## config.mk

```make
export PLATFORM = sky130hd
export DESIGN_NAME = v_wb_arb
export DESIGN_NICKNAME = d
export VERILOG_FILES = /design/src/rtl/v_wb_arb.sv
export SDC_FILE = /design/constraint.sdc
export NUM_CORES = 2
export LEC_CHECK = 0
export CAP_MARGIN = 20
export CORE_AREA = 2 2 607 609
export CTS_BUF_LIST = sky130_fd_sc_hd__clkbuf_8
export DETAILED_ROUTE_END_ITERATION = 12
export DIE_AREA = 0 0 609 611
export PLACE_DENSITY_LB_ADDON = 0.2
export SETUP_SLACK_MARGIN = 0.5
export SYNTH_ARGS = -nofsm -noshare
export SYNTH_HDL_FRONTEND = slang
export SYNTH_SLANG_ARGS = --single-unit
```

## constraint.sdc

```tcl
create_clock -name clk -period 14 [get_ports clk]
set_input_delay 2.8 -clock clk [delete_from_list [all_inputs] [get_ports clk]]
set_output_delay 2.8 -clock clk [all_outputs]
set_load 0.01 [all_outputs]
```

## src/rtl/v_wb_arb.sv

```systemverilog
// v_wb_arb: vector writeback merge stage.
// Merges NUM_CH vector-result channels into the single VRF write port. Each
// channel has a small FIFO with a valid/ready handshake. A round-robin arbiter
// drains one entry per cycle into a registered VRF write port.
//
// Ports:
//   clk, rst          clock, asynchronous active-high reset
//   vwb_valid_i       per-channel write request valid            [NUM_CH]
//   vwb_ready_o       per-channel FIFO not full                  [NUM_CH]
//   vwb_addr_i        flattened dest vreg addresses, ch i at [i*VREG_AW +: VREG_AW]
//   vwb_data_i        flattened write data, ch i at [i*VREG_DW +: VREG_DW]
//   vwb_en_o          VRF write enable (registered)
//   vwb_addr_o        VRF write address (registered)
//   vwb_data_o        VRF write data (registered)
//   vwb_ch_o          source channel of current write (registered)
//   vwb_busy_o        any FIFO non-empty or write in progress (fence/flush)
//   vwb_stall_cnt_o   per-channel 16-bit saturating stall counters
//                     (present only when V_WB_PERF_EN is defined)
//
// Optional feature macro: V_WB_PERF_EN

module v_wb_arb #(
  parameter int unsigned NUM_CH     = 3,
  parameter int unsigned FIFO_DEPTH = 4,
  parameter int unsigned VREG_DW    = 256,
  parameter int unsigned VREG_AW    = 5,
  localparam int unsigned CH_W      = (NUM_CH > 1) ? $clog2(NUM_CH) : 1
) (
  input  logic                        clk,
  input  logic                        rst,
  input  logic [NUM_CH-1:0]           vwb_valid_i,
  output logic [NUM_CH-1:0]           vwb_ready_o,
  input  logic [NUM_CH*VREG_AW-1:0]   vwb_addr_i,
  input  logic [NUM_CH*VREG_DW-1:0]   vwb_data_i,
  output logic                        vwb_en_o,
  output logic [VREG_AW-1:0]          vwb_addr_o,
  output logic [VREG_DW-1:0]          vwb_data_o,
  output logic [CH_W-1:0]             vwb_ch_o,
  output logic                        vwb_busy_o
`ifdef V_WB_PERF_EN
  ,
  output logic [NUM_CH*16-1:0]        vwb_stall_cnt_o
`endif
);

  localparam int unsigned PTR_W = $clog2(FIFO_DEPTH);
  localparam int unsigned CNT_W = PTR_W + 1;

  // FIFO storage (no reset needed: validity is tracked by count)
  logic [VREG_AW-1:0] addr_mem [NUM_CH][FIFO_DEPTH];
  logic [VREG_DW-1:0] data_mem [NUM_CH][FIFO_DEPTH];

  logic [PTR_W-1:0]   wr_ptr   [NUM_CH];
  logic [PTR_W-1:0]   rd_ptr   [NUM_CH];
  logic [CNT_W-1:0]   count    [NUM_CH];

  logic [NUM_CH-1:0]  full_c;
  logic [NUM_CH-1:0]  nempty_c;
  logic [NUM_CH-1:0]  push_c;
  logic [NUM_CH-1:0]  pop_c;

  logic               grant_c;
  logic [CH_W-1:0]    gnt_ch_c;
  logic [31:0]        scan_idx_c;
  logic [CH_W-1:0]    last_grant;

  // FIFO status, derived only from registered counts
  always_comb begin
    full_c   = '0;
    nempty_c = '0;
    push_c   = '0;
    for (int unsigned i = 0; i < NUM_CH; i++) begin
      full_c[i]   = (count[i] == CNT_W'(FIFO_DEPTH));
      nempty_c[i] = (count[i] != '0);
      push_c[i]   = vwb_valid_i[i] & ~full_c[i];
    end
  end

  assign vwb_ready_o = ~full_c;

  // Round-robin search starting one past the last granted channel
  always_comb begin
    grant_c    = 1'b0;
    gnt_ch_c   = '0;
    pop_c      = '0;
    scan_idx_c = '0;
    for (int unsigned k = 0; k < NUM_CH; k++) begin
      scan_idx_c = 32'(last_grant) + 32'd1 + 32'(k);
      if (scan_idx_c >= 32'(NUM_CH)) begin
        scan_idx_c = scan_idx_c - 32'(NUM_CH);
      end
      if (!grant_c && nempty_c[CH_W'(scan_idx_c)]) begin
        grant_c  = 1'b1;
        gnt_ch_c = CH_W'(scan_idx_c);
      end
    end
    pop_c[gnt_ch_c] = grant_c;
  end

  // FIFO entry writes
  always_ff @(posedge clk) begin
    for (int unsigned i = 0; i < NUM_CH; i++) begin
      if (push_c[i]) begin
        addr_mem[i][wr_ptr[i]] <= vwb_addr_i[i*VREG_AW +: VREG_AW];
        data_mem[i][wr_ptr[i]] <= vwb_data_i[i*VREG_DW +: VREG_DW];
      end
    end
  end

  // FIFO pointers and occupancy; pointers wrap naturally (power-of-two depth)
  always_ff @(posedge clk or posedge rst) begin
    if (rst) begin
      for (int unsigned i = 0; i < NUM_CH; i++) begin
        wr_ptr[i] <= '0;
        rd_ptr[i] <= '0;
        count[i]  <= '0;
      end
    end else begin
      for (int unsigned i = 0; i < NUM_CH; i++) begin
        if (push_c[i]) wr_ptr[i] <= wr_ptr[i] + PTR_W'(1);
        if (pop_c[i])  rd_ptr[i] <= rd_ptr[i] + PTR_W'(1);
        case ({push_c[i], pop_c[i]})
          2'b10:   count[i] <= count[i] + CNT_W'(1);
          2'b01:   count[i] <= count[i] - CNT_W'(1);
          default: count[i] <= count[i];
        endcase
      end
    end
  end

  // VRF write port register and arbiter history
  always_ff @(posedge clk or posedge rst) begin
    if (rst) begin
      vwb_en_o   <= 1'b0;
      vwb_addr_o <= '0;
      vwb_data_o <= '0;
      vwb_ch_o   <= '0;
      last_grant <= CH_W'(NUM_CH - 1);
    end else begin
      vwb_en_o <= grant_c;
      if (grant_c) begin
        vwb_addr_o <= addr_mem[gnt_ch_c][rd_ptr[gnt_ch_c]];
        vwb_data_o <= data_mem[gnt_ch_c][rd_ptr[gnt_ch_c]];
        vwb_ch_o   <= gnt_ch_c;
        last_grant <= gnt_ch_c;
      end
    end
  end

  assign vwb_busy_o = (|nempty_c) | vwb_en_o;

`ifdef V_WB_PERF_EN
  logic [15:0] stall_cnt [NUM_CH];

  // Saturating count of cycles a channel is refused by a full FIFO
  always_ff @(posedge clk or posedge rst) begin
    if (rst) begin
      for (int unsigned i = 0; i < NUM_CH; i++) stall_cnt[i] <= '0;
    end else begin
      for (int unsigned i = 0; i < NUM_CH; i++) begin
        if (vwb_valid_i[i] && full_c[i] && (stall_cnt[i] != 16'hFFFF)) begin
          stall_cnt[i] <= stall_cnt[i] + 16'd1;
        end
      end
    end
  end

  always_comb begin
    vwb_stall_cnt_o = '0;
    for (int unsigned i = 0; i < NUM_CH; i++) begin
      vwb_stall_cnt_o[i*16 +: 16] = stall_cnt[i];
    end
  end
`endif

endmodule

```

==> impl_metrics.ini <==
[worst_hold_path]
min_from = rd_ptr[3]
hp-class = reg2reg

[global_route]
grt.total_usage = 0.230
grt-ovfl-total = 0
antenna_found_initial = 185
grt_pass1_wl_um = 617000
grt_max_degree = 174
grt_pass1_vias = 80600

[worst_setup_path]
path_class = reg2out
r2r_start = last_grant[1]
path_max_fanout = 6
cp-start-kind = flip-flop
endpoint_kind = output pin
crit_start = count[0]
arrival_ns = 3.22
required_ns = 11.20

[cts]
post_cts_resized = 0
clockBufferDepth = 4
cts_setup_buffers = 0
cts_tree = built
clk_pin_slew_worst_paths_ns = 0.06
h-tree-depth = 6
clk_latency_ns = 1.20
cts_inserted_buffers = 577
root_buffer = clkbuf_8
clock-sinks = 3418
ctsHoldBuffers = 0

[sta]
tightest_slew_ns = 1.21
clock.fmax_mhz = 166
finalClockSkew_ns = 0.0788
final-hold-violation-count = 0
final_max_slew_viol_count = 0
rsz0062_at_grt = no
setup_viol = 0
fin_crit_sh = 0.430
post-route-min-period_ns = 6.02
relSlewSlack = 0.192
tns_ns = 0

[job]
drv_cap = 0

[drt]
post_drt_wl_per_cell_um = 30.9
drt-initial-drc-count = 8084
post_drt_via_cell_ratio = 5.59
firstDrtPassIters = 6
post-route-drc-count = 0
totalWireLength_um = 442000
vias = 80100
ant_nets = 0

[logic_synthesis]
async_reset_ff_frac = 0.0837
synth_seq_area_share = 0.793
synth.distinct_cells = 52
synth.yosys.warnings = 0
synth_area_per_cell_um2 = 16.4
synth_nets = 8585
synth_top_area_frac = 0.737
yosys.area.top_type = edfxtp_1
synth_area_leaders = edfxtp_1, dfrtp_1, a22oi_1, a211oi_1, a22o_1
synth_edf_count = 3132
synth_common_cells = edfxtp_1, nand2_1, a22oi_1
synth_flop_cell = edfxtp_1
synth_most_common_cell = edfxtp_1
syn_inst = 7776
syn-cell-area_um2 = 128000
ys_seq_elements = 3418

[placement]
port_buffers = 1055
gp_congestion = 0.805
place_hpwl_um = 242000
placed_area_um2 = 143000

[die]
die_width_um = 609
initial_core_util = 0.350
die_y_um = 611
ios = 1056
num_rows = 222
fp.coreArea_um2 = 365000
design.die.area_um2 = 372000

[power_and_ir_drop]
power.density_nw_per_um2 = 289
power.leakage_nw = 51.7
ir_drop_uv = 519

[layout]
area_growth_pct = 21.2
nFillCells = 33000
nets = 9762
layout-drive-gt1-share = 0.0962
design_area_um2 = 155000

[run_status]
status = completed
[report_power, final]
group          switching (mW)  leakage (nW)  internal [mW]
Sequential              0.848          32.1           13.8
Clock                    4.22          6.51           4.37
Combinational            14.4          13.1           7.03
[registers in the layout, summed over array words and instances (netlist names)]
register	flops
vwb_data_o	256
data_mem	3072
rd_ptr	6
last_grant	1
addr_mem	60
count	9
vwb_en_o	1
vwb_ch_o	2
vwb_addr_o	5
wr_ptr	6
[routing by layer]
metal  GRT usage  vias up  wire length (µm)  share of wire
met1       0.301    41600            180000           0.41
met5           0        -               822         0.0019
li1            -    33800                 -              -
met4      0.0691      130             12000          0.027
met2       0.376     3759            212000           0.48
met3      0.0569      839             37500          0.085
[layout make-up]
cell class	count	area, µm²	area share
inverter	28	129	0.000833
clock buffer	640	8810	0.0569
sequential	3418	101000	0.654
antenna	82	205	0.00133
timing repair buffer	1178	12000	0.0774
clock inverter	414	2250	0.0145
multi-input combinational	3750	24100	0.156
tap	4816	6030	0.0390
[logic make-up (layout without fill, tap and decap cells)]
group / count (synthesis) / in the layout / share of synthesized area
AO/OA/AOI/OAI: 2223 / 2223 / 0.131
buffers and inverters: 608 / 2260 / 0.0199
other: 0 / 82 / 0
AND/OR/NAND/NOR: 1485 / 1485 / 0.0523
flip-flops: 3418 / 3418 / 0.793
multiplexers: 3 / 3 / 0.000235
adder cells (fa/ha/maj): 21 / 21 / 0.00223
XOR/XNOR: 18 / 18 / 0.00123
[path summary, 6_finish.rpt]
check	depth (start not counted)	endpoint	slack, ns
hold / removal	1	rd_ptr[3]	0.48
min in group asynchronous	2	vwb_data_o[132]	2.19
setup / recovery	3	vwb_busy_o	7.98
hold reg to reg	1	rd_ptr[3]	0.48
setup reg to reg	12	vwb_data_o[15]	8.00
max in group asynchronous	5	vwb_data_o[184]	8.92
[cells in the final DEF (no fill, tap or decap), types with 15 or more instances in the layout]
| cell | Yosys | routed |
|---|---|---|
| clkbuf_8 | 0 | 640 |
| inv_8 | 0 | 15 |
| diode_2 | 0 | 82 |
| o21ai_1 | 48 | 48 |
| o22ai_1 | 76 | 76 |
| a32oi_1 | 77 | 77 |
| nand2b_1 | 184 | 184 |
| o21ai_0 | 117 | 116 |
| nand3_1 | 419 | 419 |
| ha_1 | 18 | 18 |
| nand2_1 | 654 | 653 |
| buf_12 | 0 | 38 |
| a21oi_1 | 188 | 188 |
| clkinv_1 | 0 | 74 |
| nor2_1 | 194 | 192 |
| a211oi_1 | 553 | 552 |
| a22oi_1 | 599 | 599 |
| edfxtp_1 | 3132 | 3132 |
| clkinv_2 | 0 | 45 |
| dfrtp_1 | 285 | 284 |
| buf_4 | 14 | 84 |
| a22o_1 | 368 | 368 |
| clkdlybuf4s50_1 | 0 | 1055 |
| a221o_1 | 185 | 185 |
| inv_1 | 25 | 256 |
[critical path, cell delays in order, from the launching register on]
cell and delay, ns:
dfrtp_1 0.43, or3_1 0.48, or4_1 0.56, clkdlybuf4s50_1 0.61
[metrics by stage]
| stage | hold WS [ns] | instances | utilization | worst slack (ns) | power, mW |
|---|---|---|---|---|---|
| after global placement | 0.466 | 13200 | 0.393 | 7.44 | 36.3 |
| final | 0.481 | 14300 | 0.424 | 7.98 | 44.7 |
| after global routing | 0.492 | 14300 | 0.423 | 7.56 | 47.2 |
| after floorplan | 0.437 | 7776 | - | 3.31 | 28.7 |
| after detailed placement | 0.466 | 13200 | 0.393 | 7.37 | 36.4 |
| after CTS | 0.477 | 14200 | 0.423 | 7.78 | 45.0 |
No activity file was read; power rests on OpenSTA's default activity.
